==> src/rtl/tpu_pkg.sv <==
// Shared types for the accumulator write scheduler: instruction fields,
// scheduler FSM states and the per-row write descriptor.
package tpu_pkg;

   localparam int TPU_COUNTER_WIDTH = 8;
   localparam int TPU_LENGTH_WIDTH  = 16;
   localparam int TPU_MATRIX_WIDTH  = 4;

   typedef struct packed {
      logic [TPU_COUNTER_WIDTH-1:0] addr;
      logic [TPU_LENGTH_WIDTH-1:0]  length;
      logic                         accumulate;
   } acc_instr_t;

   typedef enum logic [1:0] {
      IDLE  = 2'd0,
      RUN   = 2'd1,
      DRAIN = 2'd2
   } acc_sched_state_e;

   typedef struct packed {
      logic                         en;
      logic [TPU_COUNTER_WIDTH-1:0] addr;
      logic                         accumulate;
   } acc_wr_t;

endpackage

==> src/rtl/acc_delay_line.sv <==
// Fixed-depth shift register of write descriptors; the whole line freezes
// while hold is high so rows keep their spacing across stalls.
module acc_delay_line
   import tpu_pkg::*;
#(
   parameter int DEPTH = 7
) (
   input  logic    clk,
   input  logic    rst_n,
   input  logic    hold,
   input  acc_wr_t din,
   output acc_wr_t dout
);

   acc_wr_t [DEPTH-1:0] stage_q;
   acc_wr_t [DEPTH-1:0] stage_d;

   always_comb begin
      stage_d = stage_q;
      if (!hold) begin
         stage_d[0] = din;
         for (int i = 1; i < DEPTH; i++) begin
            stage_d[i] = stage_q[i-1];
         end
      end
   end

   always_ff @(posedge clk or negedge rst_n) begin
      if (!rst_n) begin
         stage_q <= '0;
      end else begin
         stage_q <= stage_d;
      end
   end

   assign dout = stage_q[DEPTH-1];

endmodule

==> src/rtl/acc_write_sched.sv <==
// Accumulator write scheduler: turns one (base, length, accumulate) instruction
// into a row-address stream delayed to line up with systolic-array results.
module acc_write_sched
   import tpu_pkg::*;
#(
   parameter int COUNTER_WIDTH = TPU_COUNTER_WIDTH,
   parameter int LENGTH_WIDTH  = TPU_LENGTH_WIDTH,
   parameter int MATRIX_WIDTH  = TPU_MATRIX_WIDTH,
   parameter int PIPE_DELAY    = 2 * MATRIX_WIDTH - 1
) (
   input  logic                     clk,
   input  logic                     rst,
   input  logic                     instr_valid,
   output logic                     instr_ready,
   input  logic [COUNTER_WIDTH-1:0] instr_acc_addr,
   input  logic [LENGTH_WIDTH-1:0]  instr_length,
   input  logic                     instr_accumulate,
   input  logic                     stall,
   output logic                     acc_wr_en,
   output logic [COUNTER_WIDTH-1:0] acc_wr_addr,
   output logic                     acc_accumulate,
   output logic                     busy,
   output logic                     done
);

   localparam int DRAIN_W = (PIPE_DELAY > 1) ? $clog2(PIPE_DELAY) : 1;
   localparam logic [DRAIN_W-1:0] DRAIN_LAST = DRAIN_W'(PIPE_DELAY - 1);

   acc_sched_state_e         state_q, state_d;
   acc_instr_t               instr_q, instr_d;
   logic [LENGTH_WIDTH-1:0]  row_q, row_d;
   logic [DRAIN_W-1:0]       drain_q, drain_d;
   acc_wr_t                  issue_q, issue_d;
   logic                     done_q, done_d;
   acc_wr_t                  wr_out;
   logic                     accept;

   // instr_ready is held low while reset is asserted, not just after it.
   assign instr_ready = rst & (state_q == IDLE) & ~stall;
   assign accept      = instr_valid & instr_ready;

   always_comb begin
      state_d = state_q;
      instr_d = instr_q;
      row_d   = row_q;
      drain_d = drain_q;
      issue_d = issue_q;
      done_d  = done_q;
      if (!stall) begin
         issue_d = '0;
         done_d  = 1'b0;
         case (state_q)
            IDLE: begin
               if (accept) begin
                  instr_d.addr       = instr_acc_addr;
                  instr_d.length     = instr_length;
                  instr_d.accumulate = instr_accumulate;
                  row_d              = '0;
                  if (instr_length == '0) begin
                     done_d = 1'b1;
                  end else begin
                     state_d = RUN;
                  end
               end
            end
            RUN: begin
               issue_d.en         = 1'b1;
               issue_d.addr       = instr_q.addr;
               issue_d.accumulate = instr_q.accumulate;
               instr_d.addr       = instr_q.addr + 1'b1;
               row_d              = row_q + 1'b1;
               if (row_q == instr_q.length - 1'b1) begin
                  state_d = DRAIN;
                  drain_d = '0;
               end
            end
            DRAIN: begin
               // Last row leaves the delay line on this edge, so we are IDLE
               // in the same cycle its write is visible.
               if (drain_q == DRAIN_LAST) begin
                  state_d = IDLE;
                  done_d  = 1'b1;
               end else begin
                  drain_d = drain_q + 1'b1;
               end
            end
            default: begin
               state_d = IDLE;
            end
         endcase
      end
   end

   always_ff @(posedge clk or negedge rst) begin
      if (!rst) begin
         state_q <= IDLE;
         instr_q <= '0;
         row_q   <= '0;
         drain_q <= '0;
         issue_q <= '0;
         done_q  <= 1'b0;
      end else begin
         state_q <= state_d;
         instr_q <= instr_d;
         row_q   <= row_d;
         drain_q <= drain_d;
         issue_q <= issue_d;
         done_q  <= done_d;
      end
   end

   acc_delay_line #(
      .DEPTH (PIPE_DELAY)
   ) u_delay (
      .clk   (clk),
      .rst_n (rst),
      .hold  (stall),
      .din   (issue_q),
      .dout  (wr_out)
   );

   assign acc_wr_en      = wr_out.en & ~stall;
   assign acc_wr_addr    = acc_wr_en ? wr_out.addr : '0;
   assign acc_accumulate = acc_wr_en & wr_out.accumulate;
   assign busy           = (state_q != IDLE);
   assign done           = done_q & ~stall;

endmodule

==> config.mk <==
export PLATFORM = sky130hd
export DESIGN_NAME = acc_write_sched
export DESIGN_NICKNAME = d
export VERILOG_FILES = /design/src/rtl/tpu_pkg.sv /design/src/rtl/acc_delay_line.sv /design/src/rtl/acc_write_sched.sv
export SDC_FILE = /design/constraint.sdc
export NUM_CORES = 1
export LEC_CHECK = 0
export CAP_MARGIN = 20
export CORE_ASPECT_RATIO = 2
export CORE_MARGIN = 2
export CORE_UTILIZATION = 55
export CTS_CLUSTER_SIZE = 14
export DETAILED_ROUTE_END_ITERATION = 10
export PLACE_DENSITY = 0.75
export SLEW_MARGIN = 20
export SYNTH_ARGS = -nofsm -noshare
export SYNTH_HDL_FRONTEND = slang
export SYNTH_SLANG_ARGS = --single-unit
==> constraint.sdc <==
create_clock -name clk -period 3.5 [get_ports clk]
set_input_delay 0.7 -clock clk [delete_from_list [all_inputs] [get_ports clk]]
set_output_delay 0.7 -clock clk [all_outputs]
set_load 0.02 [all_outputs]
### After elaboration in Yosys (flattened, before gate mapping)

Cells that the tools add are included.

* output and inout bits: 13
* input bits: 29
* flip-flop bits (word level): 127

* equality and inequality tests: 9
* reduce and logical (&&, ||, !) cells: 9
* multiplexer cells: 18
* add/subtract/negate cells: 4
* bitwise logic cells: 7

Operators by type and width (number)
* $pmux 16 s2: 1
* $mux 25: 1
* $add 16x1->16 const B: 1
* $eq 16x16->1: 1
* $logic_not 16->1: 1
* $mux 16: 1
* $pmux 8 s2: 1
* $sub 16x1->16 const B: 1
* $mux 10: 1
* $ne 2x2->1 const B: 5
* $add 8x1->8 const B: 1
* $mux 2: 4
* $mux 8: 1
* $and 1x1->1: 6
* $mux 3: 2
* $pmux 2 s3: 1
* $pmux 3 s2: 1
* $reduce_and 3->1: 2
* $reduce_bool 2->1: 3
* $reduce_and 5->1: 1
* $reduce_and 4->1: 1
* $add 3x1->3 const B: 1
* $eq 3x3->1 const B: 1
* $mux 1: 3
* 5 further kinds: 5

### Logic depth before layout (Yosys ltp)

* depth after elaboration: 6
* depth in mapped cells: 8

### By module

From an unflattened synthesis, not the netlist that was laid out.

* cell total of the unflattened synthesis: 546
* area, all modules: 6344.8 µm²

By module, submodules not included
* acc_write_sched: times used 1, cells each 388, area an instance 3315.7 µm², seq. area each 1426.4 µm²
* acc_delay_line: times used 1, cells each 158, area an instance 3029.2 µm², seq. area each 1751.7 µm²

### Least setup slack after synthesis

OpenSTA, ideal clock, no wires.

* kind: input -> output
* start point: input stall
* end point: output done
* arrival time: 1.770 ns
* slack: 1.030 ns
* buffers on the path: 3
* cell stages on the path: 4
* cell sequence: clkbuf_1 > buf_1 > clkbuf_1 > nor2b_1

* longest elaborated chain between the ends: 2

Ends and longest elaborated chain
* start, declared: line acc_write_sched.sv:18 `input logic stall,`
* $not 1->1 (no line)
* $and 1x1->1: line acc_write_sched.sv:126 `assign done = done_q & ~stall;`
* end, declared: line acc_write_sched.sv:23 `output logic done`

No other way between the ends.

### Final worst setup path

* start point: register state_q[1]
* end point: output instr_ready

* longest elaborated chain between the ends: 3

Ends and longest elaborated chain
* start, declared: line acc_write_sched.sv:29 `acc_sched_state_e state_q, state_d;`
* start signal, assigned: line acc_write_sched.sv:103 `state_q <= state_d;`
* $logic_not 2->1: line acc_write_sched.sv:39 `assign instr_ready = rst & (state_q == IDLE) & ~stall;`
* $and 1x1->1 (2 in series): line acc_write_sched.sv:39
* end, declared: line acc_write_sched.sv:14 `output logic instr_ready,`

No other way between the ends.

==> out/results.tsv <==
metric	value	unit
synth.most_common_cell	dfrtp_1	
num_vias	4128	
cts_tree	yes	
status	complete, no violations	
p_clk_frac	0.292	
cts_setup_buffers	0	
antenna_found_initial	0	
finClkSkew	0.00688	ns
setup_viol	0	
cts.path.max_buffers	2	
synth_cell_types	54	
die-area	0.0115	mm2
swShare	0.326	
slowest_delay	0.59	ns
end_kind	output port	
hold_class	in -> async	
fp.dieW	77.0	um
hold_viol	0	
synth_area_leaders	dfrtp_1 (54%), mux2_2 (13%), nand2_1 (5.6%), xor2_1 (2.5%), xnor2_1 (2.4%)	
hold_ws	0.438	ns
std_cell_rows	53	
htree_num_levels	4	
initial_core_util	0.559	
cts.clk_slew.worst_paths	0.06	ns
critical_path_class	reg -> out	
drive_gt1_frac	0.198	
fin_setup_tns	0	ns
die_h	150	um
synth_top_area_cell	dfrtp_1	
place_inst	700	
diodes	0	
max-cap-violations	0	
synth-seq-cells	127	
path_cells	nor3_1, and2_1, clkdlybuf4s50_1	
worst_pin_slew	1.00	ns
start_kind	register	
synthToLayoutAreaGrowth	18.8	%
slew_viol_final	0	
slew_headroom	0.325	
cts_root_buf	clkbuf_16	
met3_wirelength	360	um
pwr-share-seq	0.444	
ant_nets	0	
routed.top_layer	met4	
rrSetupSlack	0.95	ns
cts_hold_buf	0	
cp_max_fo	11	
ys_top_cells_by_count	dfrtp_1 (127), nand2_1 (87), mux2_2 (70)	
yosysSeqAreaShare	0.542	
intPower	3.83	mW
synthCells	539	
drcViolationCount	0	
cts_resized	0	
cts_buffers	17	
gr-total-overflow	0	
finalWirelength	11800	um
synth_top_area_frac	0.542	
crit_required	2.80	ns
grt_start_max_net_pins	90	
syn_area	0.00586	mm2
fmax	371	MHz
grt_setup_unrepaired	false	
core	0.0105	mm2
dr_wl_met2	6460	um
synth.avg_cell_area	10.9	um2
place_ws	0.695	ns
port_buffers	41	
grt_pass1_wl	20000	um
synth_edf_count	0	
fin_crit	2.69	ns
drt-wirelength-per-cell	16.2	um
nets	616	
crit_slowest_cell	clkdlybuf4s50_1	
peakVddDrop	0.460	mV
drtIter0Drc	234	
fin_ws	0.808	ns
p_sw	1.85	mW
numClockSinks	127	
drtPass1Iterations	4	
async_flop_share	1.00	
yosys_warnings	0	
fin_cells	732	
wl_met1	4370	um
synth_nets	573	
first_global_vias	4292	
grt_use_total	0.225	
avgViaCountPerCell	5.64	
period_share	0.769	
fillCellCount	827	
place_hpwl	8360	um
gp_congestion	0.883	
comb_power_share	0.264	
p_leak	3.14	nW
ios	42	
arrival	1.99	ns
clk_latency	0.41	ns
powerDensity	817	mW/mm2
synth-main-ff-cell	dfrtp_1	
finalPower	5.69	mW
## routing by layer
layer | vias up | GRT usage
met3 | 44 | 0.0525
met1 | 2019 | 0.230
met2 | 106 | 0.409
met5 | - | 0
met4 | 0 | 0.138
li1 | 1959 | -
## sequential cells by signal, indices dropped and copies added, names as in the netlist
signal,flops
u_delay.stage_q,60
instr_q,25
row_q,16
issue_q,10
u_delay.dout,10
drain_q,3
state_q,2
done_q,1
## worst paths after layout
check / startpoint / to / cells after the start
min reg2reg: issue_q[7]$_DFFE_PN0N_ / issue_q[7]$_DFFE_PN0N_ / 2
max in group asynchronous: rst / u_delay.stage_q[56]$_DFFE_PN0N_ / 3
min in group clk: issue_q[7]$_DFFE_PN0N_ / issue_q[7]$_DFFE_PN0N_ / 2
max: state_q[1]$_DFFE_PN0P_ / instr_ready / 3
min: rst / done_q$_DFFE_PN0N_ / 2
max reg2reg: instr_q[1]$_DFFE_PN0P_ / state_q[0]$_DFFE_PN0P_ / 8
## critical path: cells and delay by family, from the launching register on
family | cells | cell delay [ns]
buffers and inverters | 1 | 0.59
DFF | 1 | 0.50
and+or+nand+nor | 2 | 0.49
## power groups by stage
stage          combinational (mW)  sequential (mW)  clock, mW
2_1_floorplan                1.17             2.39          0
3_3_place_gp                 1.42             2.50          0
3_5_place_dp                 1.50             2.55          0
4_1_cts                      1.51             2.53       1.69
5_1_grt                      1.67             2.61       1.76
6_report                     1.50             2.53       1.66
## through the flow
stage               area, um2  utilization
global placement         6400        0.611
detailed placement       6400        0.611
floorplan                5860            -
CTS                      6960        0.664
finish                   6960        0.664
global route             6960        0.664
## logic make-up after synthesis
| family | after synthesis | synth area share |
|---|---|---|
| xor gates and xnor gates | 33 | 0.0493 |
| AOI/OAI and AO/OA | 68 | 0.0728 |
| buffers and inverters | 35 | 0.0224 |
| muxes | 72 | 0.138 |
| DFF | 127 | 0.542 |
| adders and majority gates | 5 | 0.0107 |
| and+or+nand+nor | 199 | 0.164 |
## cells in the final DEF, fill, tap and decap left out, types with 3 or more instances in the layout
master	netlist	final
nand2_1	87	87
nand3_1	16	16
nand3b_1	3	3
o21ai_0	20	20
inv_6	0	4
nand4_1	4	4
clkinv_2	0	4
a31oi_1	3	3
nor4_1	4	4
o22ai_1	6	6
ha_1	5	5
clkinv_4	0	3
mux2_2	70	70
and2_1	11	11
buf_4	0	9
a21oi_1	18	18
and3_1	4	4
dfrtp_1	127	127
or3_1	3	3
clkdlybuf4s50_1	0	39
nor3_1	14	14
xnor2_1	16	16
clkbuf_16	0	17
xor2_1	17	17
nor2_1	35	35
inv_1	11	11
## area by class of cell
| cell class | count | area (um2) | share of cell area |
|---|---|---|---|
| clock buffers | 17 | 425 | 0.0611 |
| inverters | 11 | 41.3 | 0.00593 |
| clock inverters | 15 | 138 | 0.0198 |
| well taps | 137 | 171 | 0.0246 |
| multi-input cells | 377 | 2550 | 0.366 |
| flip-flops and latches | 127 | 3180 | 0.457 |
| repair buffers | 48 | 458 | 0.0658 |
(Power assumes the default switching activity.)
